## src/rtl/eth_tx_gen.sv

```systemverilog
// Ethernet test-frame generator: header, counting payload, zero pad,
// streamed byte-wide over AXI-Stream to a MAC.
module eth_tx_gen #(
  parameter logic [47:0] DST_MAC   = 48'hFFFF_FFFF_FFFF,
  parameter logic [47:0] SRC_MAC   = 48'h0A00_0000_0001,
  parameter logic [15:0] ETHERTYPE = 16'h88B5
) (
  input  logic        clk,
  input  logic        rst,
  input  logic        start,
  input  logic [10:0] payload_len,
  output logic        busy,
  output logic [15:0] frame_cnt,
  output logic [7:0]  tx_axis_tdata,
  output logic        tx_axis_tvalid,
  output logic        tx_axis_tlast,
  output logic        tx_axis_tuser,
  input  logic        tx_axis_tready
);

  typedef enum logic [1:0] {
    IDLE,
    HDR,
    PAYLOAD,
    PAD
  } state_t;

  localparam logic [111:0] HDR_BYTES = {DST_MAC, SRC_MAC, ETHERTYPE};
  localparam logic [10:0]  MAX_LEN   = 11'd1500;

  state_t      state;
  state_t      nxt_state;
  logic [10:0] len_q;
  logic [7:0]  seed_q;
  logic [10:0] idx;
  logic [10:0] nxt;
  logic [10:0] last_idx;
  logic [10:0] pay_end;
  logic [7:0]  nxt_byte;
  logic [111:0] hdr_sh;
  logic [10:0] pay_off;

  // idx is the frame offset of the byte currently on tdata
  assign nxt      = idx + 11'd1;
  assign pay_end  = len_q + 11'd14;
  assign last_idx = (len_q < 11'd46) ? 11'd59 : len_q + 11'd13;
  assign hdr_sh   = HDR_BYTES << {nxt[3:0], 3'b000};
  assign pay_off  = nxt - 11'd14;

  assign tx_axis_tuser = 1'b0;

  always_comb begin
    nxt_state = PAD;
    nxt_byte  = 8'h00;
    unique case (1'b1)
      (nxt < 11'd14): begin
        nxt_state = HDR;
        nxt_byte  = hdr_sh[111:104];
      end
      (nxt >= 11'd14 && nxt < pay_end): begin
        nxt_state = PAYLOAD;
        nxt_byte  = seed_q + pay_off[7:0];
      end
      default: begin
        nxt_state = PAD;
        nxt_byte  = 8'h00;
      end
    endcase
  end

  always_ff @(posedge clk or posedge rst) begin
    if (rst) begin
      state          <= IDLE;
      len_q          <= '0;
      seed_q         <= '0;
      idx            <= '0;
      busy           <= 1'b0;
      frame_cnt      <= '0;
      tx_axis_tdata  <= '0;
      tx_axis_tvalid <= 1'b0;
      tx_axis_tlast  <= 1'b0;
    end else begin
      case (state)
        IDLE: begin
          if (start) begin
            len_q          <= (payload_len > MAX_LEN) ? MAX_LEN
                                                      : payload_len;
            seed_q         <= frame_cnt[7:0];
            idx            <= '0;
            busy           <= 1'b1;
            state          <= HDR;
            tx_axis_tdata  <= DST_MAC[47:40];
            tx_axis_tvalid <= 1'b1;
            tx_axis_tlast  <= 1'b0;
          end
        end
        default: begin
          if (tx_axis_tvalid && tx_axis_tready) begin
            if (tx_axis_tlast) begin
              state          <= IDLE;
              busy           <= 1'b0;
              frame_cnt      <= frame_cnt + 16'd1;
              tx_axis_tdata  <= '0;
              tx_axis_tvalid <= 1'b0;
              tx_axis_tlast  <= 1'b0;
            end else begin
              idx           <= nxt;
              state         <= nxt_state;
              tx_axis_tdata <= nxt_byte;
              tx_axis_tlast <= (nxt == last_idx);
            end
          end
        end
      endcase
    end
  end

endmodule

```

## config.mk

```make
export PLATFORM = sky130hd
export DESIGN_NAME = eth_tx_gen
export DESIGN_NICKNAME = d
export VERILOG_FILES = /design/src/rtl/eth_tx_gen.sv
export SDC_FILE = /design/constraint.sdc
export NUM_CORES = 1
export LEC_CHECK = 0
export CORE_MARGIN = 2
export CORE_UTILIZATION = 45
export CTS_CLUSTER_SIZE = 28
export DETAILED_ROUTE_END_ITERATION = 12
export GPL_TIMING_DRIVEN = 0
export PLACE_DENSITY = 0.68
export SLEW_MARGIN = 20
export SYNTH_ARGS = -nofsm -noshare
export SYNTH_HDL_FRONTEND = slang
export SYNTH_SLANG_ARGS = --single-unit
```

## constraint.sdc

```tcl
create_clock -name clk -period 2.95 [get_ports clk]
set_clock_uncertainty 0.15 [all_clocks]
set_input_delay 0.885 -clock clk [delete_from_list [all_inputs] [get_ports clk]]
set_output_delay 0.885 -clock clk [all_outputs]
set_load 0.02 [all_outputs]
```

==> impl_results.md <==
- Dominant synthesized flop cell: dfrtp_1
- Total track usage: 0.237
- Maximum capacitance violations: 0
- Vias per cell: 5.81
- CTS buffer count: 9
- Mapped Avg Cell Area: just under 9 µm²
- Root buf cell: clkbuf_8
- Worst-path clk slew: 0.08 ns
- Post-Layout Cell Count: 670
- Nets@finish: between 600 and 700
- Final wirelength: between 10000 and 15000 µm
- Largest net degree at the start of global routing: 47
- Footprint of the multi-input gates: ~2800 µm²
- Finished Core Util: 0.633
- Switch share: 0.418
- Hold WC Path Type: register to register
- I/O pin count: between 40 and 50
- Register-to-Register Path Depth: 10
- Initial Util: 0.466
- Area after DPL: 4710 µm²
- Drt first pass iters: 5
- Synth Register Bits: between 50 and 60
- Most frequent CP cell: buf_6
- DRC viols: 0
- Post-route cell area: between 5000 and 6000 µm²
- Comb pwr share: 0.561
- Yosys warnings: 0
- Post-synth EDFFs: 0
- Cells after Synth: ~470
- Clock Latency Late Sink: 0.35 ns
- Setup CP Type: register to register
- Detail Route Antenna Nets: 0
- Seq/Total Area, Yosys: 0.356
- Sequential power share: 0.252
- Vias: 3890
- Worst reg2reg setup slack: -0.06 ns
- Worst setup EP type: register
- Hold path start: frame_cnt[15]
- Initial antenna violation count: 0
- Final hold violations: 0
- CP Data Arrival Time: slightly above 3 ns
- Share of layout cells above drive strength 1: 0.224
- Violated checks: setup timing
- Async SR Flop Fraction: 1.00
- First DRT Iteration DRCs: 270
- Gr ovfl total: 0
- Crit path launch type: register
- Clock sinks: slightly below 60
- Post-synth top area share: 0.356
- Clock share of power: 0.187
- R2r startpoint: idx[0]
- Filler cells: 724
- Count of buffers from port buffering: between 40 and 50
- Cell-internal power: 2.65 mW
- CP peak stage delay: ~0.55 ns
- Clock Path Buffers: 2
- Slew Limit Fails: 0
- Outcome: complete, but fails checks
- Crit-path max FO: 6
- Relative slew margins: 0.574
- Top post-synthesis cells by count: 67 x nand2_1, 58 x dfrtp_1, 36 x xnor2_1, 34 x o21ai_0, 30 x ha_1
- Core ar.: just under 9000 µm²
- # setup viols final: 4
- Largest area contributor in the netlist: dfrtp_1
- RSZ-0062 raised after global routing: yes
- DR WL/cell: 16.8 µm
- Die height: between 90 and 100 µm
- Setup slack after layout: -0.0646 ns
- Die width: a little under 100 µm
- Cell with the most instances after synthesis: nand2_1
- Crit path required time: about 3 ns
- H-tree depth: 3
- # rows: 34
- # diodes: 0
- Vias in the first global route: about 4k
- Full die area: between 9000 and 10000 µm²
- Mapped cell area: about 4000 µm²
- Dpl hpwl: approximately 7600 µm
- Crit path max-delay cell type: or4_4
- Post-synthesis net count: roughly 520
- Synth area leaders: dfrtp_1 36%, ha_1 9.2%, xnor2_1 7.7%, nand2_1 6.2%, o21ai_0 4.2%
- Worst reg2reg endpoint: tx_axis_tdata[5]
- Crit path to: tx_axis_tdata[5]
- P_sw: about 1.9 mW
- Minimum clock period: around 3 ns
- Netlist cell types: 60
- CP startpoint: idx[0]
- P per Cell Area: slightly above 800 nW/µm²
- Sum Neg Setup Slack: -0.176 ns
- Tightest Pin Transition: 0.635 ns
- Crit share post-route: 1.02
- First-pass GRT wire length: 18600 µm
- Max Clk Rate: 332 MHz
- RePlAce Congestion: between 0.8 and 0.9
- # hold bufs at CTS: 0
- Sequential Area: about 1500 µm²
- CTS tree: built
- Synthesis-to-finish area growth: 35.9%
- CP cell instances: ha_4 > buf_6 > nand4_4 > o31a_1 > or2_4 > or4_4 > buf_6 > nand2b_4 > and3b_4 > a221o_1
- Worst vdd ir: 0.352 mV
- Leakage power: around 2.5 nW
- Placed Instances: 619
[cell type report]
class | count | share of cell area
timing repair buffer | 81 | 0.132
clock buffer | 9 | 0.0223
multi-input combinational | 366 | 0.501
tap | 108 | 0.0244
sequential | 58 | 0.263
buffer | 17 | 0.0205
inverter | 24 | 0.0181
clock inverter | 7 | 0.0185
[kinds of logic after synthesis]
logic type | share of synthesized area
AOI/OAI and AO/OA | 0.185
DFF | 0.356
adders and majority gates | 0.0969
and+or+nand+nor | 0.200
muxes | 0.00276
buffers and inverters | 0.0448
other | 0.000919
xor gates and xnor gates | 0.114
[repair_timing]
| item | CTS | global route |
|---|---|---|
| pin swaps | 20 | 9 |
| gates resized for setup | 47 | 31 |
| setup endpoints to repair | 10 | 11 |
| buffers inserted | 28 | 11 |
[state kept, by name, summed over array words and instances (netlist names)]
name            cells
frame_cnt          16
idx                11
len_q              11
seed_q              8
state               2
tx_axis_tdata       8
tx_axis_tlast       1
tx_axis_tvalid      1
[power groups by stage]
| stage | Clock, mW | Combinational (mW) | Sequential, mW |
|---|---|---|---|
| 2_1_floorplan | 0 | 1.38 | 1.12 |
| 3_3_place_gp | 0 | 1.87 | 1.10 |
| 3_5_place_dp | 0 | 1.92 | 1.10 |
| 4_1_cts | 0.866 | 2.35 | 1.09 |
| 5_1_grt | 0.904 | 2.77 | 1.17 |
| 6_report | 0.853 | 2.56 | 1.15 |
[critical path: cells and delay by family, from the launching register on]
family	cells	cell delay, ns
flip-flops	1	0.43
AND/OR/NAND/NOR	5	1.27
adder cells (fa/ha/maj)	1	0.18
buffers and inverters	2	0.25
AO/OA/AOI/OAI	2	0.61
[layout by cell type (no fill, tap or decap), types with 4 or more instances in the layout]
| master | count |
|---|---|
| o21ai_0 | 28 |
| o21ai_1 | 5 |
| o22ai_1 | 4 |
| xor2_1 | 15 |
| dfrtp_1 | 53 |
| buf_4 | 42 |
| nand4_1 | 10 |
| nand2_1 | 64 |
| ha_1 | 24 |
| a22o_1 | 8 |
| nand2b_1 | 5 |
| and3_1 | 4 |
| a21o_1 | 5 |
| clkdlybuf4s50_1 | 41 |
| nor3_1 | 11 |
| nor2b_1 | 4 |
| nand3_1 | 8 |
| ha_4 | 6 |
| and2_1 | 5 |
| clkbuf_8 | 9 |
| nor2_1 | 25 |
| clkbuf_1 | 7 |
| o22a_1 | 4 |
| o31ai_1 | 5 |
| dfrtp_2 | 5 |
| inv_1 | 18 |
| xnor2_1 | 32 |
| a21oi_1 | 13 |
[metrics by stage]
stage / total power, mW / worst slack (ns) / hold slack [ns]
2_1_floorplan: 2.51 / 0.000157 / 0.303
3_3_place_gp: 2.96 / -0.896 / 0.316
3_5_place_dp: 3.02 / -0.574 / 0.315
4_1_cts: 4.30 / -0.0537 / 0.337
5_1_grt: 4.85 / -0.178 / 0.363
6_report: 4.56 / -0.0646 / 0.337
[worst min-delay path by stage]
| stage | endpoint | depth (start not counted) |
|---|---|---|
| detailed placement | frame_cnt[15] | 1 |
| finish | frame_cnt[15] | 1 |
| global route | frame_cnt[15] | 1 |
| global placement | frame_cnt[15] | 1 |
| CTS | frame_cnt[15] | 1 |
| floorplan | seed_q[0] | 2 |
[metal layers]
| layer | vias up | routed length (µm) | track usage |
|---|---|---|---|
| met5 | - | 0 | 0 |
| met4 | 0 | 382 | 0.118 |
| met3 | 34 | 706 | 0.0555 |
| met2 | 154 | 5350 | 0.377 |
| met1 | 1869 | 4850 | 0.304 |
| li1 | 1833 | - | - |
Note: power is estimated with default switching activity, not from simulation.
